[src/rtl/ula_seq.sv]
// Command sequencer in front of the 8-bit ULA: queues commands, feeds them to the ULA one at a time,
// waits out the ULA latency, and presents each result on a valid/ready port.
//
// Handshakes: a transfer happens on a rising edge where valid and ready are both 1. A valid that is
// raised stays high, with its payload stable, until that transfer; ready may change at any time.
module ula_seq #(
  parameter int DEPTH   = 4,
  parameter int ULA_LAT = 2
) (
  input  logic       clk,
  input  logic       clr,
  input  logic       cmd_valid,
  output logic       cmd_ready,
  input  logic [7:0] cmd_a,
  input  logic [7:0] cmd_b,
  input  logic [2:0] cmd_op,
  output logic [7:0] ula_a,
  output logic [7:0] ula_b,
  output logic [2:0] ula_op,
  input  logic [7:0] ula_s,
  input  logic       ula_flag,
  output logic       res_valid,
  input  logic       res_ready,
  output logic [7:0] res_s,
  output logic       res_flag,
  output logic [2:0] res_op,
  output logic       busy,
  output logic [1:0] dbg_state
);

  localparam int AW = (DEPTH > 1) ? $clog2(DEPTH) : 1;
  localparam int CW = $clog2(ULA_LAT + 1) > 0 ? $clog2(ULA_LAT + 1) : 1;

  typedef enum logic [1:0] {
    S_IDLE = 2'd0,
    S_WAIT = 2'd1,
    S_HOLD = 2'd2
  } state_t;

  state_t r_state;
  state_t w_state_nxt;

  logic [7:0]    r_mem_a  [DEPTH];
  logic [7:0]    r_mem_b  [DEPTH];
  logic [2:0]    r_mem_op [DEPTH];
  logic [AW-1:0] r_wptr;
  logic [AW-1:0] r_rptr;
  logic [AW:0]   r_count;
  logic [CW-1:0] r_cnt;

  logic [7:0] r_ula_a;
  logic [7:0] r_ula_b;
  logic [2:0] r_ula_op;
  logic [7:0] r_res_s;
  logic       r_res_flag;
  logic [2:0] r_res_op;
  logic       r_res_valid;

  logic w_full;
  logic w_empty;
  logic w_push;
  logic w_pop;
  logic w_load;
  logic w_capture;
  logic w_release;
  logic w_lat_done;

  assign w_full     = (r_count == (AW+1)'(DEPTH));
  assign w_empty    = (r_count == '0);
  assign cmd_ready  = ~w_full & clr;
  assign w_push     = cmd_valid & cmd_ready;
  assign w_pop      = w_load;
  assign w_lat_done = (r_cnt == CW'(ULA_LAT));

  always_comb begin
    w_state_nxt = r_state;
    w_load      = 1'b0;
    w_capture   = 1'b0;
    w_release   = 1'b0;
    case (r_state)
      S_IDLE: begin
        if (!w_empty) begin
          w_load      = 1'b1;
          w_state_nxt = S_WAIT;
        end
      end
      S_WAIT: begin
        if (w_lat_done) begin
          w_capture   = 1'b1;
          w_state_nxt = S_HOLD;
        end
      end
      S_HOLD: begin
        if (res_ready) begin
          w_release = 1'b1;
          // Back-to-back issue: the next command leaves the queue on the same edge the result is taken.
          if (!w_empty) begin
            w_load      = 1'b1;
            w_state_nxt = S_WAIT;
          end else begin
            w_state_nxt = S_IDLE;
          end
        end
      end
      default: w_state_nxt = S_IDLE;
    endcase
  end

  always_ff @(posedge clk) begin
    if (!clr) begin
      r_state <= S_IDLE;
      r_cnt   <= '0;
    end else begin
      r_state <= w_state_nxt;
      if (w_load) begin
        r_cnt <= '0;
      end else if (r_state == S_WAIT && !w_lat_done) begin
        r_cnt <= r_cnt + CW'(1);
      end
    end
  end

  // Storage needs no reset: the pointers and count alone decide what is valid.
  always_ff @(posedge clk) begin
    if (w_push) begin
      r_mem_a[r_wptr]  <= cmd_a;
      r_mem_b[r_wptr]  <= cmd_b;
      r_mem_op[r_wptr] <= cmd_op;
    end
  end

  always_ff @(posedge clk) begin
    if (!clr) begin
      r_wptr  <= '0;
      r_rptr  <= '0;
      r_count <= '0;
    end else begin
      if (w_push) begin
        r_wptr <= r_wptr + AW'(1);
      end
      if (w_pop) begin
        r_rptr <= r_rptr + AW'(1);
      end
      if (w_push && !w_pop) begin
        r_count <= r_count + (AW+1)'(1);
      end else if (w_pop && !w_push) begin
        r_count <= r_count - (AW+1)'(1);
      end
    end
  end

  always_ff @(posedge clk) begin
    if (!clr) begin
      r_ula_a  <= '0;
      r_ula_b  <= '0;
      r_ula_op <= '0;
    end else if (w_load) begin
      r_ula_a  <= r_mem_a[r_rptr];
      r_ula_b  <= r_mem_b[r_rptr];
      r_ula_op <= r_mem_op[r_rptr];
    end
  end

  always_ff @(posedge clk) begin
    if (!clr) begin
      r_res_s     <= '0;
      r_res_flag  <= 1'b0;
      r_res_op    <= '0;
      r_res_valid <= 1'b0;
    end else if (w_capture) begin
      r_res_s     <= ula_s;
      r_res_flag  <= ula_flag;
      r_res_op    <= r_ula_op;
      r_res_valid <= 1'b1;
    end else if (w_release) begin
      r_res_valid <= 1'b0;
    end
  end

  assign ula_a     = r_ula_a;
  assign ula_b     = r_ula_b;
  assign ula_op    = r_ula_op;
  assign res_s     = r_res_s;
  assign res_flag  = r_res_flag;
  assign res_op    = r_res_op;
  assign res_valid = r_res_valid;
  assign busy      = (r_state != S_IDLE) | ~w_empty;
  assign dbg_state = r_state;

endmodule

[config.mk]
export PLATFORM = sky130hd
export DESIGN_NAME = ula_seq
export DESIGN_NICKNAME = d
export VERILOG_FILES = /design/src/rtl/ula_seq.sv
export SDC_FILE = /design/constraint.sdc
export NUM_CORES = 1
export LEC_CHECK = 0
export CORE_UTILIZATION = 50
export CTS_CLUSTER_SIZE = 16
export DETAILED_ROUTE_END_ITERATION = 10
export HOLD_SLACK_MARGIN = 0.15
export PLACE_DENSITY = 0.75
export SYNTH_ARGS = -nofsm -noshare
export SYNTH_HDL_FRONTEND = slang
export SYNTH_SLANG_ARGS = --single-unit
[constraint.sdc]
create_clock -name clk -period 5.5 [get_ports clk]
set_input_delay 1.1 -clock clk [delete_from_list [all_inputs] [get_ports clk]]
set_output_delay 1.1 -clock clk [all_outputs]
set_load 0.03 [all_outputs]
==> results of run 1 <==
metrics by stage:
step,utilization [%],cells
floorplan,-,291
global placement,60.2,454
detailed placement,60.2,454
CTS,67.3,485
global route,67.3,485
finish,67.3,485
sequential cells by signal (all words and copies together) (netlist names), 3 cells and up:
name      cells
ula_b         8
ula_a         8
ula_op        3
r_mem_a      32
r_mem_b      32
res_op        3
r_count       3
r_mem_op     12
res_s         8
tightest hold or removal path: cells and delay by family, from the launching register on:
kind	cells	cell delay, ps
DFF	1	300
AOI/OAI and AO/OA	1	50
and+or+nand+nor	1	50
worst paths after layout:
path                              endpoint        from  slack [ps]
worst min register to register    res_s[0]    res_s[0]         450
worst min-delay path              res_s[0]    res_s[0]         450
worst max-delay path             cmd_ready         clr        1420
worst max register to register  r_count[2]  r_count[0]        3060
cell type report:
type                       instances  area (um2)
fill                             599        2850
multi-input combinational        148        1240
inverter                           9        33.8
clock buffer                      17         414
timing repair buffer              70         693
clock inverter                    14         208
tap                              108         135
sequential                       119        3140
routing by layer:
layer / GRT usage, % / wire length, um
met2: 30.7 / 4180
met1: 22.6 / 3480
met4: 7.58 / 34
met3: 5.92 / 415
met5: 0 / 0
synthesized netlist by cell type, drive strengths merged (2+ instances only):
cell	count
nand2	46
xor2	2
nor3	3
or3	3
ha	6
dfxtp	43
nor2	7
mux4	19
nand2b	3
mux2i	4
buf	6
and2	4
clkbuf	9
o2bb2ai	19
edfxtp	76
a21oi	17
inv	9
cells by family (layout without fill, tap and decap cells):
family,after synthesis,in the layout
and+or+nand+nor,73,73
AOI/OAI and AO/OA,42,42
muxes,23,23
adders and majority gates,7,7
buffers and inverters,24,110
DFF,119,119
xor gates and xnor gates,3,3
power groups by stage:
stage | logic [W] | registers [W] | clock network, W
CTS | 0.000858 | 0.00120 | 0.00116
global placement | 0.000832 | 0.00121 | 0
floorplan | 0.000449 | 0.00132 | 0
detailed placement | 0.000851 | 0.00121 | 0
global route | 0.000914 | 0.00121 | 0.00120
finish | 0.000850 | 0.00119 | 0.00114
==> run summary, run 1 <==
## Yosys
* **dominant synthesized flop cell** sky130_fd_sc_hd__edfxtp_1
* **fraction of the mapped netlist area in adder cells** 2.12%
* **cell taking the most area after synthesis** sky130_fd_sc_hd__edfxtp_1
* **Cell variety after synth** 35
* **gate count after technology mapping** 291
* **largest family of logic cells by synthesized area** multiplexers
* **area fraction of the dominant cell type after synthesis** 50.9%
* **yosys synthesis warning count** 0
* **number of register bits inferred by synthesis** 119
* **largest cells by area after synthesis** sky130_fd_sc_hd__edfxtp_1, sky130_fd_sc_hd__dfxtp_1, sky130_fd_sc_hd__mux4_2
* **per-instance average area after synthesis** 15.4 um2
* **share of synthesized area spent on multiplexers** 10.4%
* **compound-cell area share of the yosys netlist** 6.75%
* **proportion of synthesized chip area in sequential cells** 70.1%
* **total standard cell area after synthesis** 4490 um2
* **basic-gate share of the synthesized area counting and, or, nand and nor cells** 7.84%
* **xor/xnor cell area share of the yosys netlist** 0.586%
* **number of enable flip-flop cells after synthesis** 76
* **synthesized netlist net count** 330
* **share of flip-flops with an asynchronous set or reset after synthesis** 0%

## Die
* **Die ar.** 9360 um2
* **I/O pin cnt** 68
* **die boundary height** 96.7 um
* **core region area** 8720 um2
* **DIE WIDTH** 96.7 um
* **row count** 34
* **Starting Density** 51.4%

## Timing
* **hold_ws** 451 ps
* **Peak Freq** 245 MHz
* **worst-case setup margin in the final layout** 1420 ps
* **worst-case clock skew** 14.9 ps
* **count of final hold-check violations** 0
* **Setup-failing EPs final** 0
* **Setup TNS Final** 0 ps
* **fin crit period** 4080 ps
* **Slew @ Worst Pin** 1140 ps
* **Final Max Slew Viols** 0
* **share of the clock period used by the worst path after layout** 74.3%
* **worst-case headroom to the max-slew limit** 23.3%
* **unrepaired setup endpoints after global routing** false

## Placed design
* **quantity of I/O buffers inserted on ports** 67
* **pre-CTS WS** 1410 ps
* **total placed instance area** 5250 um2
* **RePlAce Congestion** 0.701
* **hpwl dp** 4840 um

## Pwr
* **Switching Power** 0.000933 W
* **worst-case vdd ir drop** 0.000336 V
* **ratio of total power to cell area** 543 nW/um2
* **design internal power** 0.00225 W
* **leakage** 1.97 nW
* **share of total power in the clock network** 35.8%
* **combinational share of power** 26.7%
* **power share of the sequential group** 37.5%
* **post-layout total power** 0.00319 W
* **net switching share of the total power** 29.3%

## Critical path
* **critical path capture point type** output pin
* **Worst Path Class, Setup** in -> out
* **total stage count of the critical path** 5
* **largest stage delay on the critical path** 690 ps
* **ordered list of cells on the worst path** clkdlybuf4s50_1 > buf_4 > inv_2 > a21oi_1 > clkdlybuf4s50_1
* **critical path fanouts, max** 25
* **crit path buf inv count** 4
* **critical path's slowest cell** sky130_fd_sc_hd__clkdlybuf4s50_1
* **Worst Path Arrival** 2980 ps
* **data required time of the critical path** 4400 ps
* **logic depth of the worst register-to-register path** 8
* **family with the most delay on the worst path** buffers and inverters
* **most used cell, CP** sky130_fd_sc_hd__clkdlybuf4s50_1
* **launching element type of the critical path** input pin

## Clocking
* **number of buffers inserted by post-CTS setup repair** 0
* **# H-tree levels** 4
* **Resize count post-CTS** 0
* **CTS Root Cell** sky130_fd_sc_hd__clkbuf_8
* **clock buffers created by TritonCTS** 17
* **TritonCTS clock tree** yes
* **maximum root-to-sink buffer count** 2
* **clock transition at the registers of the reported paths** 50 ps
* **Clock Sink Count** 119
* **clock latency on the worst-skew pair** 510 ps
* **hold buffer count at CTS** 0

## Global route
* **initial antenna violation count** 0
* **all-layer global routing usage** 18.5%
* **overflow left after global routing** 0
* **via count of the first global-routing pass** 2656
* **first-pass GRT wire length** 13200 um
* **pin count of the biggest net entering global routing** 26

## Final layout
* **most frequent cells in the layout** sky130_fd_sc_hd__edfxtp_1, sky130_fd_sc_hd__clkdlybuf4s50_1, sky130_fd_sc_hd__nand2_1
* **layout cell share with drive strength beyond 1** 14.9%
* **area overhead of the layout relative to synthesis** 30.8%
* **Antenna diodes** 0
* **most common library cell in the layout ignoring fill and taps** sky130_fd_sc_hd__edfxtp_1
* **layout net count** 404
* **Design Area, Final** 5870 um2

## Detailed routing
* **Post-route DRC** 0
* **Routed WL** 8110 um
* **first-pass iteration count of the detailed router** 4
* **post-detailed-route wirelength per cell** 16.7 um
* **remaining number of nets flagged by the antenna check after routing** 0
* **drt initial violations** 100
* **post-detailed-route via-to-cell ratio** 5.41
* **vias after detailed routing** 2623

## Flow run
* **max-cap check violation count** 0

## Run status
* **status** complete, no violations

## Hold path
* **hold path depth** 2
* **class of the worst hold path** reg -> reg

No activity file was read; power rests on OpenSTA's default activity.
==> run 2: changes to the inputs <==
Settings changed: CORE_UTILIZATION 50 to 48.
Clock period 5.5 ns to 3.4 ns, I/O delays scaled along.
==> run 2 against run 1 <==
  * Design area increased by 0.66%
  * Clock skew shrank 5.1 ps
  * Via count is 2.0% higher
  * Non-clock buffer count increased by 7
  * Final cell count is 1.6% higher
  * Power up 60%
  * Largest power group unchanged
==> run summary, run 2 (synthesized netlist as in run 1, its figures left out) <==
## Critical path
* **Worst Path Class, Setup** reg -> out
* **critical path capture point type** output pin
* **launching element type of the critical path** flop
* **data required time of the critical path** 2720 ps
* **Worst Path Arrival** 2170 ps
* **critical path fanouts, max** 6

## Final layout
* **number of standard cells in the layout, taps in and fillers out** 493
* **area taken by multi-input logic gates** 1250 um2
* **Layout fillers** 632
* **register cell area after layout** 3140 um2
* **most frequent cells in the layout** sky130_fd_sc_hd__edfxtp_1, sky130_fd_sc_hd__clkdlybuf4s50_1, sky130_fd_sc_hd__nand2_1
* **layout cell share with drive strength beyond 1** 17.1%
* **layout net count** 411
* **biggest registers after layout** r_mem_a x32, r_mem_b x32, r_mem_op x12
* **area overhead of the layout relative to synthesis** 31.7%
* **Design Area, Final** 5910 um2
* **most common library cell in the layout ignoring fill and taps** sky130_fd_sc_hd__edfxtp_1
* **Antenna diodes** 0

## Placed design
* **hpwl dp** 5310 um
* **total placed instance area** 5320 um2
* **quantity of I/O buffers inserted on ports** 67
* **RePlAce Congestion** 0.781
* **number of cells after detailed placement** 461

## Clocking
* **Resize count post-CTS** 0
* **CTS Root Cell** sky130_fd_sc_hd__clkbuf_8
* **clock buffers created by TritonCTS** 17
* **hold buffer count at CTS** 0
* **TritonCTS clock tree** yes
* **clock latency on the worst-skew pair** 500 ps
* **# H-tree levels** 4
* **Clock Sink Count** 119
* **maximum root-to-sink buffer count** 2
* **clock transition at the registers of the reported paths** 60 ps
* **number of buffers inserted by post-CTS setup repair** 0

## Detailed routing
* **post-detailed-route wirelength per cell** 17.7 um
* **Routed WL** 8730 um
* **remaining number of nets flagged by the antenna check after routing** 0
* **post-detailed-route via-to-cell ratio** 5.43
* **vias after detailed routing** 2676
* **first-pass iteration count of the detailed router** 4
* **drt initial violations** 76
* **Post-route DRC** 0

## Hold path
* **class of the worst hold path** reg -> reg

## Timing
* **Slew @ Worst Pin** 1040 ps
* **worst-case headroom to the max-slew limit** 30.3%
* **hold_ws** 454 ps
* **fin crit period** 2850 ps
* **unrepaired setup endpoints after global routing** false
* **Peak Freq** 351 MHz
* **Setup-failing EPs final** 0
* **Final Max Slew Viols** 0
* **share of the clock period used by the worst path after layout** 83.8%
* **count of final hold-check violations** 0
* **Setup TNS Final** 0 ps
* **worst-case clock skew** 9.88 ps

## Global route
* **first-pass GRT wire length** 14200 um
* **all-layer global routing usage** 20.1%
* **via count of the first global-routing pass** 2860
* **overflow left after global routing** 0
* **initial antenna violation count** 0
* **pin count of the biggest net entering global routing** 25

## Die
* **Die ar.** 9740 um2
* **core region area** 8890 um2
* **Starting Density** 50.5%
* **die boundary height** 98.7 um
* **I/O pin cnt** 68
* **row count** 34
* **DIE WIDTH** 98.7 um

## Pwr
* **post-layout total power** 0.00509 W
* **worst-case vdd ir drop** 0.000466 V
* **leakage** 2.00 nW
* **ratio of total power to cell area** 862 nW/um2

## Flow run
* **max-cap check violation count** 0

## Run status
* **status** complete, no violations

-- run 2: final timing paths --
check	from	end	slack, ps	cells after the start
min reg2reg	res_s[3]	res_s[3]	450	2
min	res_s[3]	res_s[3]	450	2
max	r_count[2]	busy	550	3
max reg2reg	dbg_state[1]	r_count[2]	1040	9
-- run 2: worst max-delay path, stage by stage (launching register included) --
cell                              delay, ps
sky130_fd_sc_hd__dfxtp_1                360
sky130_fd_sc_hd__or3_1                  400
sky130_fd_sc_hd__or3_1                  310
sky130_fd_sc_hd__clkdlybuf4s50_1        600
-- run 2: final cells by class --
cell class	count	share of cell area, %
clock inverters	15	3.01
flip-flops and latches	119	53.2
well taps	108	2.29
inverters	9	0.572
clock buffers	17	7.01
repair buffers	77	12.8
multi-input cells	148	21.2
-- run 2: where the power goes --
group / switching [W] / internal [W] / total, W
sequential: 0.000176 / 0.00176 / 0.00194
clock: 0.000634 / 0.00112 / 0.00175
combinational: 0.000756 / 0.000651 / 0.00141
-- run 2: per-stage QoR --
stage | setup slack, ps | util, %
after floorplan | 846 | -
after global placement | 513 | 59.8
after detailed placement | 443 | 59.8
after CTS | 526 | 66.5
after global routing | 480 | 66.5
final | 552 | 66.5
-- run 2: metal layers --
metal | track usage (%) | share of wire (%) | up-vias | wire length [um]
met2 | 34.3 | 51 | 96 | 4480
met5 | 0 | 0 | - | 0
met1 | 23.5 | 41 | 1306 | 3580
met4 | 9.30 | 1.6 | 0 | 138
li1 | - | - | 1261 | -
met3 | 6.17 | 6.1 | 13 | 532
==> run 3: changes to the inputs <==
Settings changed: CORE_UTILIZATION 48 to 50.
Clock period 3.4 ns to 2.7 ns, I/O delays scaled along.
==> run 3 against run 2 <==
  * Sequential power is 26% higher
  * Via count is 1.2% lower
  * Sequential share of layout area is 0.50 points lower
  * First-iteration DRC count is 30% higher
  * Sequential cell count stayed put
  * Die area is 3.9% lower
  * Clock skew is 1.5 ps lower
  * Final cell count is 0.41% higher
  * Routed wire length is 1.6% higher
  * Critical path type unchanged
  * Critical endpoint unchanged
  * Largest cell class unchanged
==> run summary, run 3 (synthesized netlist as in run 1, its figures left out) <==
## Run status
* **status** complete, no violations

## Placed design
* **quantity of I/O buffers inserted on ports** 67
* **total placed instance area** 5390 um2
* **hpwl dp** 5240 um
* **RePlAce Congestion** 0.752

## Timing
* **Setup-failing EPs final** 0
* **count of final hold-check violations** 0
* **fin crit period** 2480 ps
* **share of the clock period used by the worst path after layout** 92.0%
* **Final Max Slew Viols** 0
* **unrepaired setup endpoints after global routing** false
* **hold_ws** 455 ps
* **Setup TNS Final** 0 ps
* **Slew @ Worst Pin** 564 ps
* **Peak Freq** 403 MHz
* **worst-case clock skew** 8.37 ps
* **worst-case headroom to the max-slew limit** 62.3%

## Detailed routing
* **Routed WL** 8870 um
* **Post-route DRC** 0
* **vias after detailed routing** 2645
* **post-detailed-route wirelength per cell** 17.9 um
* **post-detailed-route via-to-cell ratio** 5.34
* **remaining number of nets flagged by the antenna check after routing** 0
* **drt initial violations** 99
* **first-pass iteration count of the detailed router** 4

## Hold path
* **hold path depth** 2
* **class of the worst hold path** reg -> reg
* **min-delay src** res_flag
* **worst-case hold path end point** res_flag

## Critical path
* **register-to-register path setup slack** 450 ps
* **data required time of the critical path** 2160 ps
* **Worst Path Class, Setup** reg -> out
* **Critical R2R Capture** r_count[2]
* **Reg2Reg Launch Point** r_count[0]
* **logic depth of the worst register-to-register path** 9
* **ordered list of cells on the worst path** or3_1 > or3_1 > dlygate4sd2_1
* **critical path fanouts, max** 6
* **critical path capture point type** output pin
* **most used cell, CP** sky130_fd_sc_hd__or3_1
* **launching element type of the critical path** flop
* **critical path's slowest cell** sky130_fd_sc_hd__or3_1
* **largest stage delay on the critical path** 400 ps
* **Worst Path Arrival** 1940 ps

## Global route
* **all-layer global routing usage** 20.3%
* **pin count of the biggest net entering global routing** 25
* **first-pass GRT wire length** 14300 um
* **via count of the first global-routing pass** 2790
* **overflow left after global routing** 0
* **initial antenna violation count** 0

## Die
* **Starting Density** 51.4%
* **row count** 34
* **I/O pin cnt** 68
* **Die ar.** 9360 um2
* **core region area** 8720 um2
* **DIE WIDTH** 96.7 um
* **die boundary height** 96.7 um

## Clocking
* **clock buffers created by TritonCTS** 17
* **clock transition at the registers of the reported paths** 60 ps
* **number of buffers inserted by post-CTS setup repair** 0
* **CTS Root Cell** sky130_fd_sc_hd__clkbuf_8
* **TritonCTS clock tree** yes
* **maximum root-to-sink buffer count** 2
* **Resize count post-CTS** 1
* **hold buffer count at CTS** 0
* **clock latency on the worst-skew pair** 500 ps
* **# H-tree levels** 4
* **Clock Sink Count** 119

## Final layout
* **layout cell share with drive strength beyond 1** 17.6%
* **most frequent cells in the layout** sky130_fd_sc_hd__edfxtp_1, sky130_fd_sc_hd__clkdlybuf4s50_1, sky130_fd_sc_hd__nand2_1
* **most common library cell in the layout ignoring fill and taps** sky130_fd_sc_hd__edfxtp_1
* **register cell area after layout** 3140 um2
* **area overhead of the layout relative to synthesis** 33.0%
* **area taken by multi-input logic gates** 1240 um2
* **Layout fillers** 596
* **Antenna diodes** 0
* **layout net count** 413
* **final core utilization** 68.4%
* **biggest registers after layout** r_mem_a x32, r_mem_b x32, r_mem_op x12
* **Design Area, Final** 5970 um2

## Pwr
* **worst-case vdd ir drop** 0.000571 V
* **ratio of total power to cell area** 1070 nW/um2
* **leakage** 2.01 nW

## Flow run
* **max-cap check violation count** 0

[run 3: changes by cell type in the layout (fill, tap and decap cells not counted), sizes merged]
cell / delta
buf: +2
bufinv: -1
clkbuf: +1
clkdlybuf4s50: -1
clkinv: -1
clkinvlp: +1
dlygate4sd2: +1
[run 3: worst max-delay path by stage]
stage / start / end / slack, ps / depth (start not counted)
after global placement: clr / r_count[2] / 110 / 9
after CTS: r_count[2] / busy / 170 / 3
after detailed placement: clr / r_count[2] / 30 / 9
after global routing: r_count[0] / busy / 130 / 3
final: r_count[2] / busy / 220 / 3
after floorplan: dbg_state[1] / r_count[2] / 160 / 10
[run 3: layer usage]
metal | share of wire (%) | wire length (um) | track usage [%] | up-vias
met1 | 40 | 3580 | 22.9 | 1298
met4 | 1.2 | 105 | 7.23 | 0
li1 | - | - | - | 1260
met2 | 54 | 4750 | 35.9 | 79
met5 | 0 | 0 | 0 | -
met3 | 4.9 | 435 | 6.79 | 8
[run 3: layout make-up]
class | instances | share of cell area [%]
clock buffers | 18 | 7.17
clock inverters | 14 | 2.52
inverters | 9 | 0.566
multi-input cells | 148 | 20.8
flip-flops and latches | 119 | 52.7
well taps | 108 | 2.27
repair buffers | 79 | 13.9
[run 3: metrics by stage]
step	worst slack, ps	std cells	power [W]
5_1_grt	129	495	0.00667
3_5_place_dp	25.6	463	0.00429
3_3_place_gp	111	463	0.00424
4_1_cts	173	495	0.00646
6_report	217	495	0.00640
2_1_floorplan	161	291	0.00360
[run 3: worst max-delay path, delay by kind of cell (launching register included)]
family	cells	cell delay [ps]
and+or+nand+nor	2	720
buffers and inverters	1	370
DFF	1	360
[run 3: where the power goes]
part / internal [W] / switching, W / total [W]
clock: 0.00134 / 0.000808 / 0.00215
combinational: 0.000855 / 0.000959 / 0.00181
sequential: 0.00222 / 0.000224 / 0.00244
